### src/rtl/jk_drv_seq.sv
// jk_drv_seq: drives a downstream JK flip-flop stage through the four JK
// operations HOLD -> CLR -> SET -> TOG. Each phase lasts max(dwell,1) cycles.
// An internal model bit qm tracks what the JK stage should hold, and q0
// presents it as the stage's present-state input.
// Optional compare logic (macro JK_DRV_SEQ_CHECK_EN) checks the stage's q1
// against qm one cycle after each drive cycle. It keeps a sticky err flag
// and a saturating err_cnt.
module jk_drv_seq (
  input  logic       clk,
  input  logic       rst,
  input  logic       start,
  input  logic [7:0] dwell,
  input  logic       q1,
  output logic       j,
  output logic       k,
  output logic       q0,
  output logic       busy,
  output logic       done,
  output logic       err,
  output logic [7:0] err_cnt
);

  typedef enum logic [2:0] {
    S_IDLE = 3'd0,
    S_HOLD = 3'd1,
    S_CLR  = 3'd2,
    S_SET  = 3'd3,
    S_TOG  = 3'd4,
    S_DONE = 3'd5
  } state_t;

  state_t     state_q;
  logic [7:0] cnt_q;     // cycles left in the current phase, minus one
  logic [7:0] dwm1_q;    // max(dwell,1)-1, latched when start is accepted
  logic       qm_q;      // model of the JK stage state
  logic       chk_q;     // previous cycle was a drive cycle
  logic       j_q, k_q, busy_q, done_q;

  logic       drive;
  logic       qm_d;
  logic [7:0] dwm1_d;

  assign drive  = (state_q == S_HOLD) || (state_q == S_CLR) ||
                  (state_q == S_SET)  || (state_q == S_TOG);
  // A dwell of 0 runs like a dwell of 1.
  assign dwm1_d = (dwell == 8'd0) ? 8'd0 : dwell - 8'd1;

  // Next value of the model bit: the JK function for the current phase.
  always_comb begin
    qm_d = qm_q;
    case (state_q)
      S_CLR:   qm_d = 1'b0;
      S_SET:   qm_d = 1'b1;
      S_TOG:   qm_d = ~qm_q;
      default: qm_d = qm_q;
    endcase
  end

  // Phase sequencer. Outputs are registered for the state being entered.
  always_ff @(posedge clk or posedge rst) begin
    if (rst) begin
      state_q <= S_IDLE;
      cnt_q   <= 8'd0;
      dwm1_q  <= 8'd0;
      qm_q    <= 1'b0;
      chk_q   <= 1'b0;
      j_q     <= 1'b0;
      k_q     <= 1'b0;
      busy_q  <= 1'b0;
      done_q  <= 1'b0;
    end else begin
      chk_q <= drive;
      case (state_q)
        S_IDLE: begin
          if (start) begin
            state_q <= S_HOLD;
            dwm1_q  <= dwm1_d;
            cnt_q   <= dwm1_d;
            qm_q    <= 1'b0;
            j_q     <= 1'b0;
            k_q     <= 1'b0;
            busy_q  <= 1'b1;
            done_q  <= 1'b0;
          end
        end
        S_HOLD, S_CLR, S_SET, S_TOG: begin
          qm_q <= qm_d;
          if (cnt_q == 8'd0) begin
            cnt_q <= dwm1_q;
            case (state_q)
              S_HOLD: begin
                state_q <= S_CLR;
                j_q     <= 1'b0;
                k_q     <= 1'b1;
              end
              S_CLR: begin
                state_q <= S_SET;
                j_q     <= 1'b1;
                k_q     <= 1'b0;
              end
              S_SET: begin
                state_q <= S_TOG;
                j_q     <= 1'b1;
                k_q     <= 1'b1;
              end
              default: begin
                state_q <= S_DONE;
                j_q     <= 1'b0;
                k_q     <= 1'b0;
                busy_q  <= 1'b0;
                done_q  <= 1'b1;
              end
            endcase
          end else begin
            cnt_q <= cnt_q - 8'd1;
          end
        end
        S_DONE: begin
          state_q <= S_IDLE;
          done_q  <= 1'b0;
        end
        default: begin
          state_q <= S_IDLE;
          j_q     <= 1'b0;
          k_q     <= 1'b0;
          busy_q  <= 1'b0;
          done_q  <= 1'b0;
        end
      endcase
    end
  end

  assign j    = j_q;
  assign k    = k_q;
  assign q0   = qm_q;
  assign busy = busy_q;
  assign done = done_q;

`ifdef JK_DRV_SEQ_CHECK_EN
  logic       err_q;
  logic [7:0] err_cnt_q;

  // Compare the stage's q1 with qm one cycle after each drive cycle.
  // The flag is sticky and the count saturates. Both clear on start accept.
  always_ff @(posedge clk or posedge rst) begin
    if (rst) begin
      err_q     <= 1'b0;
      err_cnt_q <= 8'd0;
    end else if ((state_q == S_IDLE) && start) begin
      err_q     <= 1'b0;
      err_cnt_q <= 8'd0;
    end else if (chk_q && (q1 != qm_q)) begin
      err_q <= 1'b1;
      if (err_cnt_q != 8'hFF) err_cnt_q <= err_cnt_q + 8'd1;
    end
  end

  assign err     = err_q;
  assign err_cnt = err_cnt_q;
`else
  // No compare logic in this build, so q1 and the check-valid flag go unobserved.
  logic unused_nochk;
  assign unused_nochk = q1 ^ chk_q;
  assign err          = 1'b0;
  assign err_cnt      = 8'd0;
`endif

endmodule
### config.mk
export PLATFORM = sky130hd
export DESIGN_NAME = jk_drv_seq
export DESIGN_NICKNAME = d
export VERILOG_FILES = /design/src/rtl/jk_drv_seq.sv
export SDC_FILE = /design/constraint.sdc
export NUM_CORES = 1
export LEC_CHECK = 0
export CELL_PAD_IN_SITES_DETAIL_PLACEMENT = 1
export CELL_PAD_IN_SITES_GLOBAL_PLACEMENT = 1
export CORE_ASPECT_RATIO = 0.9
export CORE_UTILIZATION = 36
export CTS_CLUSTER_DIAMETER = 60
export CTS_CLUSTER_SIZE = 40
export DETAILED_ROUTE_END_ITERATION = 12
export PLACE_DENSITY = 0.74
export SETUP_SLACK_MARGIN = 0.4
export SYNTH_ARGS = -nofsm -noshare
export SYNTH_HDL_FRONTEND = slang
export SYNTH_SLANG_ARGS = --single-unit
export TNS_END_PERCENT = 30
### constraint.sdc
create_clock -name clk -period 1.85 [get_ports clk]
set_clock_uncertainty 0.1 [all_clocks]
set_input_delay 0.37 -clock clk [delete_from_list [all_inputs] [get_ports clk]]
set_output_delay 0.37 -clock clk [all_outputs]
set_load 0.005 [all_outputs]
# Word-level counts from Yosys, hierarchy flattened
# Index checks and enable logic that the tools add are counted.
# Widths: inputs -> output; s select.
[totals] out_inout_bits=14 wordCells=60 input_bits=12 ff_bits=24
[op_classes] n_addsub=2 bitwise_logic=2 n_mux=24 reduce_logical=15 eq_ne=9
[ops] cell="$mux 8" n=3
[ops] cell="$logic_not 8->1" n=2
[ops] cell="$pmux 8 s2" n=1
[ops] cell="$sub 8x1->8 const B" n=2
[ops] cell="$pmux 1 s3" n=4
[ops] cell="$mux 1" n=10
[ops] cell="$pmux 3 s3" n=1
[ops] cell="$reduce_and 3->1" n=3
[ops] cell="$eq 3x2->1 const B" n=2
[ops] cell="$eq 3x3->1 const B" n=2
[ops] cell="$mux 3" n=2
[ops] cell="$ne 2x2->1 const B" n=3
[ops] cell="$pmux 3 s2" n=1
[ops] cell="$reduce_and 2->1" n=3
[ops] cell="$ne 4x4->1 const B" n=1
[ops] cell="$pmux 1 s2" n=2
[ops] cell="$reduce_and 4->1" n=1
[ops] cell="$reduce_or 2->1" n=2
[ops] cell="$reduce_or 4->1" n=1
[ops] cell="$eq 3x1->1 const B" n=1
[ops] cell="$logic_not 3->1" n=1
[ops] cell="$reduce_or 3->1" n=1
[ops] cell="$not 1->1" n=2
[ops] cell="$reduce_bool 2->1" n=1

# Logic depth before layout (Yosys ltp)
[logic_depth] depth_word=5 mapped_depth=7 depth_no_buf=6

# Worst setup path before layout
# OpenSTA, ideal clock, no wires.
[synth_timing] kind="register to register" from="register cnt_q[0]" to="register cnt_q[1]" setup_slack_ps=-72 path_buffers=1 stages_incl_launch_ff=8 arrival_time_ps=1696 path_cell_list="dfrtp_1 -> inv_1 -> ha_1 -> or4b_1 -> buf_6 -> nor2_4 -> o21ai_2 -> a221o_1"
[synth_via] elab_chain_len=3 word_cells_on_any_way=4 classes_between="add/sub (1); mux (2); reduce/logical (1)"
[synth_lines] element="start, declared" line="33" text="logic [7:0] cnt_q;"
[synth_lines] element="start signal, assigned" line="78" text="cnt_q <= dwm1_d;"
[synth_lines] element="start signal, assigned" line="89" text="cnt_q <= dwm1_q;"
[synth_lines] element="start signal, assigned" line="115" text="cnt_q <= cnt_q - 8'd1;"
[synth_lines] element="$sub 8x1->8 or $logic_not 8->1 (tied branches)" line="115, 88"
[synth_lines] element="$mux 8 *" line="88" text="if (cnt_q == 8'd0) begin"
[synth_lines] element="$pmux 8 s2 *" line="73" text="case (state_q)"
# Every way passes the cells marked *; elsewhere a longest branch is shown, timed or not.
# A chain may end at the register's enable or synchronous reset.

# Worst setup path in the final report
[layout_timing] from="register cnt_q[1]" to="register cnt_q[0]"
[layout_via] elab_chain_len=3
[layout_lines] element="$logic_not 8->1" line="88"
[layout_lines] element="$mux 8" line="88"
[layout_lines] element="$pmux 8 s2" line="73"
# Every way passes these cells.

==> results.md <==
- Synth Instances: 182
- Final cycle utilization of the critical path: 108%
- GPL Wtd Cong: 0.925
- Core area: 4210 um2
- Max rail drop VDD: 632 uV
- Maximum fanout along the worst path: 6
- Sequential-to-total area share from yosys stat: 36.9%
- IO buf count: 15
- Final Critical Period: 1990 ps
- Starting Density: 38.6%
- Status: finished with violations
- I/O pin count: 26
- Via count: 1707
- Max clock buf depth: 2
- Asr flop ratio synth: 100%
- Primary FF master, synth: dfrtp_1
- H-tree lvl count: 1
- Vias in the first global route: 1780
- Share of post-route cells with drive strength above 1: 43.6%
- Post-synth EDFFs: 0
- Initial antenna violation count: 0
- Routed WL per cell: 20.2 um
- CP startpoint: cnt_q[1]
- Placed Instance Area: 2110 um2
- Grt ovf: 0
- Slowest-stage cell, CP: or4b_4
- CP Launch Type: flop
- Diode count: 0
- Via/cell ratio: 5.63
- Largest cells by area after synthesis: dfrtp_1, buf_4, o21ai_0, nor2_1, ha_1
- Worst skew pair latency: 290 ps
- Max-cap violations: 0
- CTS tree: done
- Pin count of the biggest net entering global routing: 25
- Static leakage: 1.07 nW
- Power Total: 2.42 mW
- Fmax: 502 MHz
- First-pass GRT wire length: 9.45 mm
- Unique masters post-synth: 48
- Worst-path clk slew: 100 ps
- Failing checks: negative setup slack
- Sink Count: 24
- Setup TNS: -764 ps
- Root Driver: clkbuf_8
- GRT Overall Usage: 26.8%
- Hold Fails Final Rpt: 0
- # rows: 22
- # setup viols final: 11
- Vert. Die Dim: 65.8 um
- Post-DP HPWL: 4.02 mm
- Pwr Density: 1000 nW/um2
- CP endpoint kind: flop
- CP max stage delay: 460 ps
- Hold_buf cts: 0
- Final wirelength: 6.11 mm
- RSZ-0062 raised after global routing: true
- Share of the synthesized area in the top cell type: 36.9%
- Antenna-violating nets left: 0
- Final Worst Setup Slack: -142 ps
- Cts bufs inserted: 3
- Reg2reg start: cnt_q[1]
- YS warnings: 0
- Final instance area: 2410 um2
- Class of the worst hold path: in2async
- Initial drt markers: 129
- Commonest non-fill, non-tap cell in the layout: buf_4
- Drt drc: 0
- WP data required: 1910 ps
- Max-slew violation count: 0
- Pre-CTS WS: -577 ps
- Most frequent cells in the layout: buf_4, dfrtp_1, nor2_1, nand2_1
- DIE AREA: 4790 um2
- Final core utilization: 57.3%
- Worst-path cell chain: inv_2 -> ha_4 -> or4b_4 -> buf_8 -> nor3_2 -> nor3_1 -> a311o_1
- Avg Cell Area, Syn: 8.94 um2
- DIE WIDTH: 72.9 um
- Layout area overhead: 48.3%
- Cell taking the most area after synthesis: dfrtp_1
- Synth Register Bits: 24
- Drt pass-1 iters: 4
- Synthesized cell area: 1630 um2
- CP Data Arrival Time: 2050 ps
- Worst Path Class, Setup: reg2reg
- Nets: 260
- Cell family with most CP delay: simple AND/OR/NAND/NOR gates
- WP buf/inv: 2
==> worst register-to-register path, delay by kind of cell (launching register included) <==
family	cells	cell delay, ps
AND/OR/NAND/NOR	3	670
flip-flops	1	400
AO/OA/AOI/OAI	1	310
adder cells (fa/ha/maj)	1	130
buffers and inverters	2	230
==> cell families after synthesis <==
group / share of synthesized area, %
AOI/OAI and AO/OA: 23.4
other: 0.231
adders and majority gates: 3.08
buffers and inverters: 9.77
xor gates and xnor gates: 4.31
muxes: 1.23
and+or+nand+nor: 21.1
DFF: 36.9
==> worst paths after layout <==
kind / end / slack, ps / cells after the start
worst max register to register: cnt_q[0] / -140 / 7
max in group asynchronous: state_q[0] / 1020 / 3
worst max-delay path: cnt_q[0] / -140 / 7
worst min register to register: dwm1_q[5] / 390 / 2
worst min-delay path: busy / 330 / 3
min in group clk: dwm1_q[5] / 390 / 2
==> stage by stage <==
stage | hold slack [ps] | instances
2_1_floorplan | 285 | 190
3_5_place_dp | 378 | 291
3_3_place_gp | 372 | 291
5_1_grt | 367 | 303
4_1_cts | 344 | 301
6_report | 335 | 303
==> routing by layer <==
layer | vias up | GRT usage, % | part of all wire, %
li1 | 760 | - | -
met1 | 870 | 35.2 | 45
met2 | 59 | 43.2 | 48
met3 | 18 | 5.34 | 4.3
met4 | 0 | 10.8 | 3.1
met5 | - | 0 | 0
==> cell usage after synthesis (2+ instances only) <==
library cell,number
a211oi_1,5
a21o_1,5
a21oi_1,7
a221o_1,3
a22o_1,2
a31o_2,3
buf_4,9
buf_6,2
clkbuf_1,5
dfrtp_1,24
ha_1,4
inv_1,12
mux2i_1,2
nand2_1,13
nand2b_1,2
nand3_1,7
nor2_1,14
nor2b_1,2
nor3_1,8
nor3_2,3
nor3b_1,2
o211ai_1,2
o21a_1,3
o21ai_0,12
o31ai_1,2
xnor2_1,5
xor2_1,3
==> cell type report <==
| cell class | count | area (um2) |
|---|---|---|
| Sequential cell | 24 | 604 |
| Clock inverter | 1 | 30.0 |
| Timing Repair Buffer | 66 | 552 |
| Tap cell | 60 | 75.1 |
| Clock buffer | 3 | 41.3 |
| Inverter | 12 | 50.0 |
| Multi-Input combinational cell | 137 | 1060 |
| Fill cell | 488 | 1800 |
==> registers in the layout, summed over array words and instances (netlist names) <==
register / count
j: 1
q0: 1
k: 1
state_q: 3
done: 1
busy: 1
cnt_q: 8
dwm1_q: 8
==> power by group <==
group | leakage, nW | internal, mW | switching (mW)
Sequential | 0.280 | 0.688 | 0.123
Clock | 0.0357 | 0.290 | 0.189
Combinational | 0.758 | 0.544 | 0.586
Total | 1.07 | 1.52 | 0.898
==> what timing repair did <==
item | in CTS | in global routing
gates resized for setup | 71 | 13
pin swaps | 13 | 7
endpoints found under the setup margin | 28 | 26
buffers inserted | 6 | 2
hold endpoints to repair | 0 | 0
Power figures use the tool's default switching activity.
